[src/rtl/pc_pkg.sv]
// rtl/pc_pkg.sv - shared constants and address type for the program counter
// Contents:
//   XLEN                 datapath width in bits
//   INSTR_BYTES          sequential PC increment
//   RESET_VECTOR_DEFAULT PC value loaded on reset
//   addr_t               XLEN-bit address type
package pc_pkg;

  localparam int XLEN        = 64;
  localparam int INSTR_BYTES = 4;

  localparam logic [XLEN-1:0] RESET_VECTOR_DEFAULT = 64'h0;

  typedef logic [XLEN-1:0] addr_t;

endpackage

[src/rtl/program_counter_if.sv]
// rtl/program_counter_if.sv - control/datapath bundle between the control unit and the PC block
// Signals:
//   atualiza_pc  update enable (control unit -> PC)
//   soma_imm     next-address select: 1 = pc + imm, 0 = pc + INSTR_BYTES
//   imm          sign-extended byte offset
//   pc           registered current PC
//   pc_next      combinational next address
//   pc_plus4     combinational pc + INSTR_BYTES (link value)
//   misaligned   only with PC_MISALIGN_TRAP_EN: update blocked on misaligned target
// Modports: master = control unit side, slave = program_counter side.
interface program_counter_if #(
  parameter int XLEN = pc_pkg::XLEN
);

  logic            atualiza_pc;
  logic            soma_imm;
  logic [XLEN-1:0] imm;
  logic [XLEN-1:0] pc;
  logic [XLEN-1:0] pc_next;
  logic [XLEN-1:0] pc_plus4;
`ifdef PC_MISALIGN_TRAP_EN
  logic            misaligned;
`endif

  modport master (
    output atualiza_pc,
    output soma_imm,
    output imm,
    input  pc,
    input  pc_next,
    input  pc_plus4
`ifdef PC_MISALIGN_TRAP_EN
    , input misaligned
`endif
  );

  modport slave (
    input  atualiza_pc,
    input  soma_imm,
    input  imm,
    output pc,
    output pc_next,
    output pc_plus4
`ifdef PC_MISALIGN_TRAP_EN
    , output misaligned
`endif
  );

endinterface

[src/rtl/pc_next_adder.sv]
// rtl/pc_next_adder.sv - combinational next-PC adder and select mux
// Ports:
//   i_pc        current PC
//   i_imm       sign-extended byte offset
//   i_soma_imm  1 = pc + imm, 0 = pc + INSTR_BYTES
//   o_pc_next   selected next address
//   o_pc_plus4  pc + INSTR_BYTES
// All sums wrap modulo 2^XLEN; there is deliberately no carry out.
module pc_next_adder #(
  parameter int XLEN        = pc_pkg::XLEN,
  parameter int INSTR_BYTES = pc_pkg::INSTR_BYTES
) (
  input  logic [XLEN-1:0] i_pc,
  input  logic [XLEN-1:0] i_imm,
  input  logic            i_soma_imm,
  output logic [XLEN-1:0] o_pc_next,
  output logic [XLEN-1:0] o_pc_plus4
);

  logic [XLEN-1:0] w_pc_plus4;
  logic [XLEN-1:0] w_pc_imm;

  // Two's complement add handles negative offsets with no extra logic.
  assign w_pc_plus4 = i_pc + XLEN'(INSTR_BYTES);
  assign w_pc_imm   = i_pc + i_imm;

  assign o_pc_plus4 = w_pc_plus4;
  assign o_pc_next  = i_soma_imm ? w_pc_imm : w_pc_plus4;

endmodule

[src/rtl/program_counter.sv]
// rtl/program_counter.sv - 64-bit RISC-V program counter register with next-address logic
// Ports:
//   clk    rising-edge clock
//   reset  synchronous, active-high; loads RESET_VECTOR
//   bus    program_counter_if.slave (atualiza_pc, soma_imm, imm in; pc, pc_next, pc_plus4 out)
// Optional feature macro: PC_MISALIGN_TRAP_EN adds bus.misaligned and blocks
// updates whose target is not 4-byte aligned.
// Update priority per edge: reset, then atualiza_pc (unless blocked), else hold.
module program_counter
  import pc_pkg::*;
#(
  parameter int              XLEN         = pc_pkg::XLEN,
  parameter logic [XLEN-1:0] RESET_VECTOR = pc_pkg::RESET_VECTOR_DEFAULT,
  parameter int              INSTR_BYTES  = pc_pkg::INSTR_BYTES
) (
  input logic              clk,
  input logic              reset,
  program_counter_if.slave bus
);

  logic [XLEN-1:0] r_pc;
  logic [XLEN-1:0] w_pc_next;
  logic [XLEN-1:0] w_pc_plus4;
  logic            w_load;

  pc_next_adder #(
    .XLEN        (XLEN),
    .INSTR_BYTES (INSTR_BYTES)
  ) u_pc_next_adder (
    .i_pc       (r_pc),
    .i_imm      (bus.imm),
    .i_soma_imm (bus.soma_imm),
    .o_pc_next  (w_pc_next),
    .o_pc_plus4 (w_pc_plus4)
  );

`ifdef PC_MISALIGN_TRAP_EN
  logic w_misaligned;

  // Flag only matters when an update is actually requested.
  assign w_misaligned   = bus.atualiza_pc & (w_pc_next[1:0] != 2'b00);
  assign bus.misaligned = w_misaligned;
  assign w_load         = bus.atualiza_pc & ~w_misaligned;
`else
  assign w_load         = bus.atualiza_pc;
`endif

  always_ff @(posedge clk) begin
    if (reset) begin
      r_pc <= RESET_VECTOR;
    end else if (w_load) begin
      r_pc <= w_pc_next;
    end
  end

  assign bus.pc       = r_pc;
  assign bus.pc_next  = w_pc_next;
  assign bus.pc_plus4 = w_pc_plus4;

endmodule

[src/flat_wrapper.sv]
// flat-port wrapper written by rule: the top's interface ports become plain ports
module program_counter_flat import pc_pkg::*;
#(
  parameter int              XLEN         = pc_pkg::XLEN,
  parameter logic [XLEN-1:0] RESET_VECTOR = pc_pkg::RESET_VECTOR_DEFAULT,
  parameter int              INSTR_BYTES  = pc_pkg::INSTR_BYTES
)
  (clk, reset, bus_atualiza_pc, bus_soma_imm, bus_imm, bus_pc, bus_pc_next, bus_pc_plus4);
  program_counter_if #(.XLEN(XLEN)) bus_i ();
  input logic clk;
  input logic reset;
  input wire logic [$bits(bus_i.atualiza_pc)-1:0] bus_atualiza_pc;
  input wire logic [$bits(bus_i.soma_imm)-1:0] bus_soma_imm;
  input wire logic [$bits(bus_i.imm)-1:0] bus_imm;
  output wire logic [$bits(bus_i.pc)-1:0] bus_pc;
  output wire logic [$bits(bus_i.pc_next)-1:0] bus_pc_next;
  output wire logic [$bits(bus_i.pc_plus4)-1:0] bus_pc_plus4;
  assign bus_i.atualiza_pc = bus_atualiza_pc;
  assign bus_i.soma_imm = bus_soma_imm;
  assign bus_i.imm = bus_imm;
  assign bus_pc = bus_i.pc;
  assign bus_pc_next = bus_i.pc_next;
  assign bus_pc_plus4 = bus_i.pc_plus4;
  program_counter #(.XLEN(XLEN), .RESET_VECTOR(RESET_VECTOR), .INSTR_BYTES(INSTR_BYTES)) u_core (.clk(clk), .reset(reset), .bus(bus_i));
endmodule
[config.mk]
export PLATFORM = sky130hd
export DESIGN_NAME = program_counter_flat
export DESIGN_NICKNAME = d
export VERILOG_FILES = /design/src/rtl/pc_pkg.sv /design/src/rtl/program_counter_if.sv /design/src/rtl/pc_next_adder.sv /design/src/rtl/program_counter.sv /design/src/flat_wrapper.sv
export SDC_FILE = /design/constraint.sdc
export NUM_CORES = 1
export LEC_CHECK = 0
export BUFFER_PORTS_ARGS = -buffer_cell sky130_fd_sc_hd__buf_2
export CAP_MARGIN = 20
export CELL_PAD_IN_SITES_DETAIL_PLACEMENT = 1
export CELL_PAD_IN_SITES_GLOBAL_PLACEMENT = 2
export CORE_MARGIN = 2
export CORE_UTILIZATION = 30
export CTS_CLUSTER_SIZE = 16
export DETAILED_ROUTE_END_ITERATION = 12
export PLACE_DENSITY = 0.84
export SLEW_MARGIN = 20
export SYNTH_ARGS = -nofsm -noshare
export SYNTH_HDL_FRONTEND = slang
export SYNTH_SLANG_ARGS = --single-unit
[constraint.sdc]
create_clock -name clk -period 7 [get_ports clk]
set_clock_uncertainty 0.1 [all_clocks]
set_input_delay 1.05 -clock clk [delete_from_list [all_inputs] [get_ports clk]]
set_output_delay 1.05 -clock clk [all_outputs]
set_load 0.02 [all_outputs]
; ---- Yosys cells after proc, flatten, opt, wreduce, memory -nomap -nowiden
; Index checks and enable logic that the tools add are counted.
[word_totals]
reg_bits = 64
latchBits = 0
ram_bits = 0
mem_bits_ro = 0
in_bits = 68
output_inout_bits = 192
word_cells = 4
memories = 0
[op_classes]
add_sub_neg = 2
multipliers = 0
div = 0
order_cmp = 0
eq_ne = 0
n_shift = 0
n_mux = 1
bitwise_logic = 0
reduce_logical = 0
[ops]
columns = cell, n
row1 = "64-bit by 3-bit adder with 64-bit output, second input constant", 1
row2 = 64-bit adder, 1
row3 = 64-bit 2-to-1 mux, 1

; ---- Depth between registers and ports, before layout
[logic_depth]
word_depth = 2
ltp_mapped = 11
mapped_depth_nobuf = 11

; ---- Hierarchy
; From an unflattened synthesis, not the netlist that was laid out.
[unflattened]
cells_unflattened = 1083
hier_area_um2 = 7980.2
[modules_own_cells]
columns = mod, instances, cells_each, area_each_um2, seq_area_each_um2
row1 = pc_next_adder, 1, 877, 5689.2, 0.0
row2 = program_counter, 1, 206, 2290.9, 1281.2

; ---- Worst setup path before layout
; Ideal clock, no wire load.
[synth_timing]
path_type = input port to output port
start = in bus_imm[0]
end = out bus_pc_next[58]
t_arrival_ns = 3.625
t_required_ns = 5.850
slack_ns = 2.225
cell_stages = 11
n_path_buf = 0
cell_sequence = ha_1 -> fa_1 -> a211oi_1 -> o21ai_1 -> a211oi_1 -> a2111oi_2 -> nor3b_1 -> a21boi_1 -> a31oi_1 -> xor2_1 -> a21oi_1
[synth_via]
elab_chain_cells = 2
[synth_lines]
columns = item, line_no
row1 = start: declaration, flat_wrapper.sv:14  ; input wire logic [$bits(bus_i.imm)-1:0] bus_imm;
row2 = 64-bit adder, pc_next_adder.sv:25  ; assign w_pc_imm = i_pc + i_imm;
row3 = 64-bit 2-to-1 mux, pc_next_adder.sv:28  ; assign o_pc_next = i_soma_imm ? w_pc_imm : w_pc_plus4;
row4 = end: declaration, flat_wrapper.sv:16  ; output wire logic [$bits(bus_i.pc_next)-1:0] bus_pc_next;
; Every way passes these cells.

; ---- Worst setup path in the final report
; Ends and elaborated chain as after synthesis.

==> results.sh <==
export IMPL_cts_root_buf="clkbuf_16"
export IMPL_crit_required_ps=5850
export IMPL_worstSkewPairLatency_ps=360
export IMPL_cts_buffers_inserted=9
export IMPL_worstPathMaxFanout=4
export IMPL_synthDominantCellAreaShare_pct=14.7
export IMPL_rows=62
export IMPL_h_tree_depth=3
export IMPL_cap_violations=0
export IMPL_drive_above_1_share_pct=22.1
export IMPL_fmax_ghz=0.184
export IMPL_place_gp_congestion=0.916
export IMPL_clk_pin_slew_ps=60
export IMPL_synth_edf_count=0
export IMPL_antenna_found_initial=1
export IMPL_status="complete, no violations"
export IMPL_grt_pass1_vias=10700
export IMPL_crit_arrival_ps=4280
export IMPL_yosysWarnings=0
export IMPL_cp_start_kind="primary input"
export IMPL_ys_seq_area_share_pct=14.7
export IMPL_largest_reg_flops=64
export IMPL_grt_first_pass_wirelength_mm=63.9
export IMPL_synth_compound_area_share_pct=28.6
export IMPL_synth_area_top_cells="dfxtp_1 (15%), ha_1 (9.2%), a21oi_1 (7.6%)"
export IMPL_num_vias=10700
export IMPL_hold_start="u_core.bus.pc[0]"
export IMPL_yosys_area_top_type="dfxtp_1"
export IMPL_syn_nets=1388
export IMPL_synth_most_common_cell="nor2_1"
export IMPL_place_inst=1841
export IMPL_synth_fa_ha_area_share_pct=9.41
export IMPL_grt_max_degree=81
export IMPL_slew_headroom_pct=26.5
export IMPL_critPathLaunch="bus_imm[0]"
export IMPL_grt_busiest_layer="met2"
export IMPL_vdd_ir_drop_max_v=0.000105
export IMPL_critPathKind="in -> out"
export IMPL_core_um2=28600
export IMPL_die_w_um=174
export IMPL_cts_max_path_buffers=2
export IMPL_synthTopCellsByCount="nor2_1 (145), a21oi_1 (132), nand2_1 (124)"
export IMPL_num_fill_cells=3693
export IMPL_hpwlAfterDp_mm=32.9
export IMPL_tns_ps=0
export IMPL_power_density_nw_per_um2=191
export IMPL_setup_viol=0
export IMPL_use_met1_pct=35.9
export IMPL_ios=260
export IMPL_hold_viol=0
export IMPL_instances_no_fill=1857
export IMPL_synth_top_family_by_area="compound AO/OA/AOI/OAI gates"
export IMPL_synth_mux_area_fraction_pct=3.77
export IMPL_cts_sinks=64
export IMPL_grt_use_met3_pct=4.66
export IMPL_start_util_pct=30.5
export IMPL_postCtsSetupBuffers=0
export IMPL_drtIter0Drc=575
export IMPL_timing_final_max_slew_violations=0
export IMPL_worst_slack_ps=1570
export IMPL_min_path_type="reg -> reg"
export IMPL_die_h_um=174
export IMPL_place_ws_ps=1570
export IMPL_cts_resized=0
export IMPL_leakage_uw=0.00496
export IMPL_endpoint_kind="primary output"
export IMPL_first_pass_iters=5
export IMPL_yosys_register_bits=64
export IMPL_dpl_cell_area_um2=10300
export IMPL_holdBufCountCts=0
export IMPL_antenna_cells=0
export IMPL_via_per_inst=5.74
export IMPL_syn_inst=1255
export IMPL_final_nets=1601
export IMPL_worst_pin_slew_ps=1100
export IMPL_synth_async_sr_flop_share_pct=0
export IMPL_port_buffers=259
export IMPL_drc=0
export IMPL_reg2reg_from="u_core.bus.pc[11]"
export IMPL_synth_simple_area_share_pct=28.1
export IMPL_die_area_um2=30400
export IMPL_drtAntennaViolNets=0
export IMPL_yosysUniqueCellTypes=82
export IMPL_synth_area_per_cell_um2=6.95
export IMPL_grt_util_met2_pct=43.4
export IMPL_tritoncts="done"
export IMPL_finalCritPeriodShare_pct=77.6
export IMPL_rsz0062_at_grt="false"
export IMPL_stdcell_area_um2=10600
export IMPL_wl_per_cell_um=22.6
export IMPL_synth_ff_type="dfxtp_1"
export IMPL_fin_crit_ps=5430
export IMPL_routed_wl_mm=42.0
export IMPL_grtUsageTotal_pct=26.9
export IMPL_syn2layout_area_growth_pct=22.1
export IMPL_synth_xor_area_share_pct=11.2
export IMPL_syn_area_um2=8720
export IMPL_overflow=0
report_power, final:
part	leakage [uW]	switching (uW)	internal, uW
clock network	0.000155	211	324
registers	0.000528	69.1	396
logic	0.00428	680	357
routing by layer:
metal | part of all wire (%) | wire (um)
met3 | 6.1 | 2580
met5 | 0 | 0
met4 | 3.0 | 1270
met2 | 44 | 18700
met1 | 46 | 19500
path summary, 6_finish.rpt:
kind                                     endpoint  slack [ps]  cells past startpoint
worst max-delay path              bus_pc_next[58]        1570                     13
worst min register to register   u_core.bus.pc[0]         430                      2
worst max register to register  u_core.bus.pc[50]        3310                     10
worst min-delay path             u_core.bus.pc[0]         430                      2
layout by cell type, fill, tap and decap left out, types with 44 or more instances in the layout:
master,netlist,final
nor3_1,45,45
nand2_1,124,124
xor2_1,44,44
o21ai_0,57,57
xnor2_1,68,68
nand3_1,46,46
a21oi_1,132,132
nor2_1,145,145
dfxtp_1,64,64
ha_1,64,64
buf_2,4,258
critical path: stages:
cell,delay [ps]
buf_2,100
ha_1,220
fa_1,430
a211oi_1,260
o21ai_1,190
a211oi_1,430
a2111oi_2,150
nor3b_1,440
a21boi_1,200
a31oi_1,310
xor2_1,210
a21oi_1,90
buf_2,200
per-stage QoR:
step	power (uW)	util (%)	hold WS, ps
3_3_place_gp	1490	36.0	417
2_1_floorplan	1150	-	490
4_1_cts	2040	37.2	438
6_report	2040	37.2	430
5_1_grt	2150	37.2	464
3_5_place_dp	1500	36.0	428
final cells by class:
cell class,count,area [um^2],area share (%)
tap,384,480,4.51
timing repair buffer,269,1370,12.9
inverter,26,97.6,0.917
clock buffer,10,239,2.24
multi-input combinational,1098,7080,66.5
sequential,64,1280,12.0
clock inverter,6,92.6,0.870
cells by family after synthesis:
family,Yosys count
buf+inv,93
simple gates,509
flops,64
compound gates,381
fa+ha+maj,65
xor+xnor,112
mux,31
(Power assumes the default switching activity.)
